File: config.mk
export PLATFORM = sky130hd
export DESIGN_NAME = raymarch_pixel_scheduler_flat
export DESIGN_NICKNAME = d
export VERILOG_FILES = /design/src/rtl/raymarch_pixel_scheduler_pkg.sv /design/src/rtl/raymarch_pixel_scheduler_if.sv /design/src/rtl/raymarch_pixel_scheduler_rr_arbiter.sv /design/src/rtl/raymarch_pixel_scheduler.sv /design/src/flat_wrapper.sv
export SDC_FILE = /design/constraint.sdc
export NUM_CORES = 1
export LEC_CHECK = 0
export CORE_MARGIN = 2
export CORE_UTILIZATION = 45
export DETAILED_ROUTE_END_ITERATION = 7
export GPL_TIMING_DRIVEN = 0
export PLACE_DENSITY = 0.88
export SYNTH_ARGS = -nofsm -noshare
export SYNTH_HDL_FRONTEND = slang
export SYNTH_SLANG_ARGS = --single-unit
File: constraint.sdc
create_clock -name clk -period 8.25 [get_ports clk]
set_input_delay 0.825 -clock clk [delete_from_list [all_inputs] [get_ports clk]]
set_output_delay 0.825 -clock clk [all_outputs]
set_load 0.02 [all_outputs]
File: src/rtl/raymarch_pixel_scheduler_pkg.sv
// raymarch_pkg: shared widths, screen size, scheduler state and pixel type
package raymarch_pkg;
    localparam int CORDW    = 10;
    localparam int COLOR_W  = 10;
    localparam int SCREEN_W = 640;
    localparam int SCREEN_H = 480;
    localparam int ADDR_W   = 19;

    typedef enum logic [1:0] {IDLE, DISPATCH, DRAIN, DONE} sched_state_t;

    typedef struct packed {
        logic [CORDW-1:0] x;
        logic [CORDW-1:0] y;
    } pixel_t;
endpackage

File: src/rtl/raymarch_pixel_scheduler_if.sv
// raymarch_pixel_scheduler_if: dispatch, result and frame-buffer write bus between scheduler and core bank
interface raymarch_pixel_scheduler_if import raymarch_pkg::*; #(parameter int NUM_CORES = 4);
    logic [NUM_CORES-1:0]         disp_valid;
    logic [NUM_CORES-1:0]         disp_ready;
    logic [CORDW-1:0]             disp_x;
    logic [CORDW-1:0]             disp_y;
    logic [NUM_CORES-1:0]         res_valid;
    logic [NUM_CORES-1:0]         res_ready;
    logic [NUM_CORES*CORDW-1:0]   res_x;
    logic [NUM_CORES*CORDW-1:0]   res_y;
    logic [NUM_CORES*COLOR_W-1:0] res_color;
    logic                         wr_en;
    logic [ADDR_W-1:0]            wr_addr;
    logic [COLOR_W-1:0]           wr_data;

    modport master (
        output disp_valid, disp_x, disp_y, res_ready, wr_en, wr_addr, wr_data,
        input  disp_ready, res_valid, res_x, res_y, res_color
    );

    modport slave (
        input  disp_valid, disp_x, disp_y, res_ready, wr_en, wr_addr, wr_data,
        output disp_ready, res_valid, res_x, res_y, res_color
    );
endinterface

File: src/rtl/raymarch_pixel_scheduler_rr_arbiter.sv
// rr_arbiter: one-hot round-robin grant searching upward from a pointer that moves past each winner
module rr_arbiter #(parameter int N = 4) (
    input  logic         clk,
    input  logic         reset,
    input  logic [N-1:0] req,
    input  logic         advance,
    output logic [N-1:0] grant
);
    localparam int PW = (N > 1) ? $clog2(N) : 1;

    logic [PW-1:0] ptr;
    logic [PW-1:0] nxt;
    logic [PW-1:0] idx;
    logic          found;

    // first requester at or after the pointer wins; nxt is the slot just past it
    always_comb begin
        grant = '0;
        nxt   = ptr;
        idx   = '0;
        found = 1'b0;
        for (int i = 0; i < N; i++) begin
            idx = PW'((int'(ptr) + i) % N);
            if (!found && req[idx]) begin
                grant[idx] = 1'b1;
                nxt        = (idx == PW'(N - 1)) ? '0 : idx + 1'b1;
                found      = 1'b1;
            end
        end
    end

    // pointer only moves when the granted transfer actually happens
    always_ff @(posedge clk) begin
        if (reset) ptr <= '0;
        else if (advance) ptr <= nxt;
    end
endmodule

File: src/rtl/raymarch_pixel_scheduler.sv
// raymarch_pixel_scheduler: raster-order pixel dispatch to cores, round-robin write-back, frame completion
module raymarch_pixel_scheduler import raymarch_pkg::*; #(
    parameter int NUM_CORES = 4,
    parameter int SCREEN_W  = raymarch_pkg::SCREEN_W,
    parameter int SCREEN_H  = raymarch_pkg::SCREEN_H
) (
    input  logic clk,
    input  logic reset,
    input  logic frame_start,
    output logic frame_busy,
    output logic frame_done,
    raymarch_pixel_scheduler_if.master bus
);
    sched_state_t         state;
    pixel_t               pix;
    logic [ADDR_W:0]      outstanding;
    logic [NUM_CORES-1:0] disp_req, disp_gnt, res_req, res_gnt;
    logic                 disp_fire, res_acc, x_last, last_pix;
    logic [CORDW-1:0]     sel_x, sel_y;
    logic [COLOR_W-1:0]   sel_c;

    assign disp_req  = (state == DISPATCH && !reset) ? bus.disp_ready : '0;
    assign res_req   = reset ? '0 : bus.res_valid;
    assign disp_fire = |disp_gnt;
    assign res_acc   = |res_gnt;
    assign x_last    = pix.x == CORDW'(SCREEN_W - 1);
    assign last_pix  = x_last && pix.y == CORDW'(SCREEN_H - 1);

    assign bus.disp_valid = disp_gnt;
    assign bus.disp_x     = pix.x;
    assign bus.disp_y     = pix.y;
    assign bus.res_ready  = res_gnt;

    rr_arbiter #(.N(NUM_CORES)) u_disp_arb (
        .clk(clk), .reset(reset), .req(disp_req), .advance(disp_fire), .grant(disp_gnt)
    );

    rr_arbiter #(.N(NUM_CORES)) u_res_arb (
        .clk(clk), .reset(reset), .req(res_req), .advance(res_acc), .grant(res_gnt)
    );

    // one-hot mux of the accepted core's result fields
    always_comb begin
        sel_x = '0;
        sel_y = '0;
        sel_c = '0;
        for (int i = 0; i < NUM_CORES; i++) begin
            if (res_gnt[i]) begin
                sel_x = bus.res_x[i*CORDW +: CORDW];
                sel_y = bus.res_y[i*CORDW +: CORDW];
                sel_c = bus.res_color[i*COLOR_W +: COLOR_W];
            end
        end
    end

    // frame FSM, raster counter, in-flight count and registered frame-buffer write
    always_ff @(posedge clk) begin
        if (reset) begin
            state       <= IDLE;
            pix         <= '0;
            outstanding <= '0;
            frame_busy  <= 1'b0;
            frame_done  <= 1'b0;
            bus.wr_en   <= 1'b0;
            bus.wr_addr <= '0;
            bus.wr_data <= '0;
        end else begin
            bus.wr_en  <= res_acc;
            frame_done <= 1'b0;
            if (res_acc) begin
                bus.wr_addr <= ADDR_W'(sel_y) * ADDR_W'(SCREEN_W) + ADDR_W'(sel_x);
                bus.wr_data <= sel_c;
            end
            if (disp_fire && !res_acc) outstanding <= outstanding + 1'b1;
            else if (res_acc && !disp_fire && outstanding != '0) outstanding <= outstanding - 1'b1;
            case (state)
                IDLE: begin
                    if (frame_start) begin
                        state      <= DISPATCH;
                        pix        <= '0;
                        frame_busy <= 1'b1;
                    end
                end
                DISPATCH: begin
                    if (disp_fire) begin
                        pix.x <= x_last ? '0 : pix.x + 1'b1;
                        if (x_last) pix.y <= pix.y + 1'b1;
                        if (last_pix) state <= DRAIN;
                    end
                end
                DRAIN: begin
                    if (outstanding == '0 && !bus.wr_en && !res_acc) begin
                        state      <= DONE;
                        frame_done <= 1'b1;
                        frame_busy <= 1'b0;
                    end
                end
                DONE: state <= IDLE;
                default: state <= IDLE;
            endcase
        end
    end
endmodule

File: src/flat_wrapper.sv
// flat-port wrapper written by rule: the top's interface ports become plain ports
module raymarch_pixel_scheduler_flat import raymarch_pkg::*;
#(
    parameter int NUM_CORES = 4,
    parameter int SCREEN_W  = raymarch_pkg::SCREEN_W,
    parameter int SCREEN_H  = raymarch_pkg::SCREEN_H
)
  (clk, reset, frame_start, frame_busy, frame_done, bus_disp_valid, bus_disp_x, bus_disp_y, bus_res_ready, bus_wr_en, bus_wr_addr, bus_wr_data, bus_disp_ready, bus_res_valid, bus_res_x, bus_res_y, bus_res_color);
  raymarch_pixel_scheduler_if #(.NUM_CORES(NUM_CORES)) bus_i ();
  input  logic clk;
  input  logic reset;
  input  logic frame_start;
  output logic frame_busy;
  output logic frame_done;
  output wire logic [$bits(bus_i.disp_valid)-1:0] bus_disp_valid;
  output wire logic [$bits(bus_i.disp_x)-1:0] bus_disp_x;
  output wire logic [$bits(bus_i.disp_y)-1:0] bus_disp_y;
  output wire logic [$bits(bus_i.res_ready)-1:0] bus_res_ready;
  output wire logic [$bits(bus_i.wr_en)-1:0] bus_wr_en;
  output wire logic [$bits(bus_i.wr_addr)-1:0] bus_wr_addr;
  output wire logic [$bits(bus_i.wr_data)-1:0] bus_wr_data;
  input wire logic [$bits(bus_i.disp_ready)-1:0] bus_disp_ready;
  input wire logic [$bits(bus_i.res_valid)-1:0] bus_res_valid;
  input wire logic [$bits(bus_i.res_x)-1:0] bus_res_x;
  input wire logic [$bits(bus_i.res_y)-1:0] bus_res_y;
  input wire logic [$bits(bus_i.res_color)-1:0] bus_res_color;
  assign bus_disp_valid = bus_i.disp_valid;
  assign bus_disp_x = bus_i.disp_x;
  assign bus_disp_y = bus_i.disp_y;
  assign bus_res_ready = bus_i.res_ready;
  assign bus_wr_en = bus_i.wr_en;
  assign bus_wr_addr = bus_i.wr_addr;
  assign bus_wr_data = bus_i.wr_data;
  assign bus_i.disp_ready = bus_disp_ready;
  assign bus_i.res_valid = bus_res_valid;
  assign bus_i.res_x = bus_res_x;
  assign bus_i.res_y = bus_res_y;
  assign bus_i.res_color = bus_res_color;
  raymarch_pixel_scheduler #(.NUM_CORES(NUM_CORES), .SCREEN_W(SCREEN_W), .SCREEN_H(SCREEN_H)) u_core (.clk(clk), .reset(reset), .frame_start(frame_start), .frame_busy(frame_busy), .frame_done(frame_done), .bus(bus_i));
endmodule
==> results.py <==
metrics = {
    "status": {
        "status": "completed",
    },
    "critical_path": {
        "worst_ep_required_time_ns": 8.49,
        "regToRegEndpoint": "u_core.bus.wr_addr[18]$_SDFFE_PP0P_",
        "timing.setup.critical_path_class": "reg -> reg",
        "setup.reg_to_reg.worst_slack_ns": 1.21,
        "critPathLaunchType": "flip-flop",
        "setup.worst_path.start": "u_core.u_res_arb.ptr[0]$_SDFFE_PP0P_",
        "worst-path-max-fanout": 10,
        "r2r_start": "u_core.u_res_arb.ptr[0]$_SDFFE_PP0P_",
        "cp-end-kind": "flip-flop",
        "r2r_cells": 26,
        "arrival_ns": 7.28,
    },
    "power": {
        "power_per_cell_area_nw_per_um2": 424,
        "leakagePower_nw": 3.25,
        "vdd.ir_drop.worst_uv": 237,
    },
    "final_layout": {
        "syn2layout_area_growth_pct": 40.3,
        "diodes": 0,
        "post_route_cells_drive_above_1_share_pct": 5.23,
        "final_net_count": 1119,
        "post-route-util_pct": 64.7,
    },
    "timing": {
        "report.final.setup_viol": 0,
        "fmax_mhz": 142,
        "final_hold_viol_count": 0,
        "timing_worst_slew_pin_value_ns": 0.975,
        "finalCriticalPeriod_ns": 7.04,
        "final-max-slew-violation-count": 0,
        "final_min_period_over_clock_period_pct": 85.3,
        "grt_setup_unrepaired": "false",
        "total_neg_setup_slack_ns": 0,
        "final.setup_skew_ns": 0.0135,
        "relSlewSlack_pct": 34.3,
    },
    "floorplanning": {
        "num_ports": 191,
        "coreArea_um2": 13200,
        "placementRows": 42,
        "initial_utilization_pct": 46.1,
        "die-area_um2": 14500,
        "dieHeight_um": 120,
        "die_x_um": 120,
    },
    "clock_network": {
        "path_clk_slew_ns": 0.06,
        "clk_latency_ns": 0.35,
        "max-clock-path-buffers": 2,
        "cts_resized": 0,
        "clk_root_buffer_cell": "clkbuf_16",
        "tritoncts": "done",
        "cts_buffers": 9,
        "postCtsHoldBufs": 0,
        "htreeDepth": 3,
        "cts.sinks": 78,
        "cts_setup_buffers": 0,
    },
    "synth": {
        "postSynth.topFlopCell": "dfxtp_1",
        "seq_area_frac_synth_pct": 25.6,
        "synth_fp_nets": 919,
        "synth.largest_area_cell": "dfxtp_1",
        "postSynth.asyncResetShare_pct": 0,
        "syn_area_per_cell_um2": 8.34,
        "synth.top_cell.area_share_pct": 25.6,
        "synth.cell_area_um2": 6110,
        "synth_area_leaders": "dfxtp_1 26%, ha_1 11%, o21ai_0 6.7%, a221o_1 5.2%, xnor2_1 4.4%",
        "synth_warnings": 0,
        "netlist_instances": 732,
        "synth-seq-cells": 78,
        "synth_enable_flop_cells": 0,
        "synthDistinctLibCells": 67,
    },
    "detailed_routing": {
        "via_count": 6499,
        "drt_wl_total_um": 19200,
        "detailedRoute.firstIterationViolations": 362,
        "detail_route_antenna_nets": 0,
        "route.detailed.drc": 0,
        "wl_per_cell_um": 17.2,
        "drt_pass1_iterations": 5,
        "detail_route.vias_per_cell": 5.84,
    },
    "hold_path": {
        "min-delay-start": "u_core.bus.wr_addr[7]$_SDFFE_PP0P_",
        "holdCritPathClass": "reg -> reg",
        "holdPathStages": 2,
        "worst_hold_path.endpoint": "u_core.bus.wr_addr[7]$_SDFFE_PP0P_",
    },
    "run": {
        "max-cap-violations": 0,
    },
    "place": {
        "dp_hpwl_um": 15000,
        "place.port_buffers": 189,
        "gp_routability_congestion": 0.934,
    },
    "grt": {
        "grt_max_degree": 21,
        "antenna_found_initial": 0,
        "grt_use_total_pct": 25.9,
        "overflow": 0,
        "first_global_vias": 6146,
        "grt_first_pass_wirelength_um": 30200,
    },
}
layout make-up:
class / instances / area (um2)
fill: 1101 / 4670
clock inverter: 5 / 86.3
clock buffer: 11 / 253
buffer: 36 / 158
sequential: 78 / 1560
tap: 176 / 220
timing repair buffer: 189 / 1890
inverter: 24 / 92.6
multi-input combinational: 594 / 4310
routing by layer:
layer | global-route usage, % | share of wire (%) | wire [um] | up-vias
li1 | - | - | - | 3150
met4 | 9.96 | 3.1 | 597 | 0
met5 | 0 | 0 | 0 | -
met2 | 48.7 | 53 | 10100 | 246
met1 | 28.3 | 38 | 7310 | 3057
met3 | 5.05 | 5.8 | 1110 | 46
worst max-delay path, cell delays in order (launching register included):
cell and delay, ns:
dfxtp_1 0.52, buf_2 0.28, inv_1 0.12, ha_1 0.44, mux4_2 0.61, a2111oi_4 0.52
a22o_1 0.23, a211o_1 0.28, nor2b_1 0.23, buf_2 0.25, buf_2 0.27, a221o_1 0.18
o21ai_0 0.09, o21ai_0 0.28, ha_1 0.21, ha_1 0.16, inv_1 0.05, fa_1 0.39
nand2b_1 0.16, a21oi_1 0.20, xor2_1 0.29, nand2_1 0.09, nor4bb_1 0.44, nand3_1 0.15
xnor2_1 0.15, xnor2_1 0.14, a21bo_2 0.21
layout by cell type (no fill, tap or decap), types with 5 or more instances in the layout:
| cell | count |
|---|---|
| a211o_1 | 5 |
| a211oi_1 | 5 |
| a21o_1 | 13 |
| a21oi_1 | 32 |
| a221o_1 | 32 |
| a22oi_1 | 26 |
| and3_1 | 5 |
| buf_1 | 5 |
| buf_2 | 6 |
| clkbuf_1 | 23 |
| clkbuf_16 | 9 |
| clkdlybuf4s50_1 | 189 |
| dfxtp_1 | 78 |
| ha_1 | 53 |
| inv_1 | 21 |
| mux2i_1 | 22 |
| mux4_2 | 5 |
| nand2_1 | 47 |
| nand2b_1 | 7 |
| nand3_1 | 26 |
| nand4_1 | 6 |
| nor2_1 | 66 |
| nor2b_1 | 7 |
| nor3_1 | 15 |
| nor3b_1 | 8 |
| nor4_1 | 8 |
| o21a_1 | 7 |
| o21ai_0 | 81 |
| o21ai_1 | 5 |
| o21bai_1 | 7 |
| xnor2_1 | 31 |
| xor2_1 | 22 |
registers in the layout, indices dropped and copies added (netlist names):
register and count:
u_core.bus.disp_x 10, u_core.bus.disp_y 10, u_core.bus.wr_addr 19, u_core.bus.wr_data 10, u_core.bus.wr_en 1, u_core.frame_busy 1, u_core.frame_done 1, u_core.outstanding 20
u_core.state 2, u_core.u_disp_arb.ptr 2, u_core.u_res_arb.ptr 2
logic make-up (layout without fill, tap and decap cells):
family	after synthesis	in the layout	synth area share, %
buffers and inverters	60	265	4.10
AOI/OAI and AO/OA	243	243	27.6
and+or+nand+nor	213	213	17.5
DFF	78	78	25.6
adders and majority gates	56	56	11.8
xor gates and xnor gates	53	53	7.60
muxes	29	29	5.82
worst max-delay path by stage:
| stage | endpoint | slack (ns) | cells past startpoint |
|---|---|---|---|
| 4_1_cts | u_core.bus.wr_addr[18]$_SDFFE_PP0P_ | 1.06 | 27 |
| 5_1_grt | u_core.bus.wr_addr[18]$_SDFFE_PP0P_ | 0.70 | 26 |
| 6_report | u_core.bus.wr_addr[18]$_SDFFE_PP0P_ | 1.21 | 26 |
| 3_3_place_gp | u_core.outstanding[18]$_SDFFE_PP0P_ | 1.01 | 18 |
| 3_5_place_dp | u_core.bus.wr_addr[18]$_SDFFE_PP0P_ | 1.09 | 25 |
| 2_1_floorplan | u_core.bus.wr_addr[18]$_SDFFE_PP0P_ | 2.09 | 24 |
metrics by stage:
stage / cell area [um2] / total power, W / std cells / setup WS (ns) / hold slack (ns)
6_report: 8570 / 0.00363 / 1113 / 1.21 / 0.470
2_1_floorplan: 6110 / 0.00246 / 732 / 2.09 / 0.438
5_1_grt: 8570 / 0.00390 / 1113 / 0.700 / 0.487
4_1_cts: 8560 / 0.00361 / 1113 / 1.06 / 0.470
3_3_place_gp: 8220 / 0.00306 / 1097 / 1.01 / 0.450
3_5_place_dp: 8220 / 0.00312 / 1097 / 1.09 / 0.459
cells in the mapped netlist (all sizes together) (15+ instances only):
cell,n
a22oi,26
nand2,47
clkbuf,23
a21oi,33
dfxtp,78
nand3,26
ha,53
xnor2,31
mux2i,22
nor3,15
nor2,67
o21ai,88
a221o,32
inv,23
xor2,22
report_power, final:
group / internal (W) / switching [W] / leakage, nW / total, W
combinational: 0.00114 / 0.00143 / 2.44 / 0.00257
clock: 0.000285 / 0.000171 / 0.167 / 0.000456
sequential: 0.000515 / 0.0000928 / 0.644 / 0.000608
Note: power is estimated with default switching activity, not from simulation.
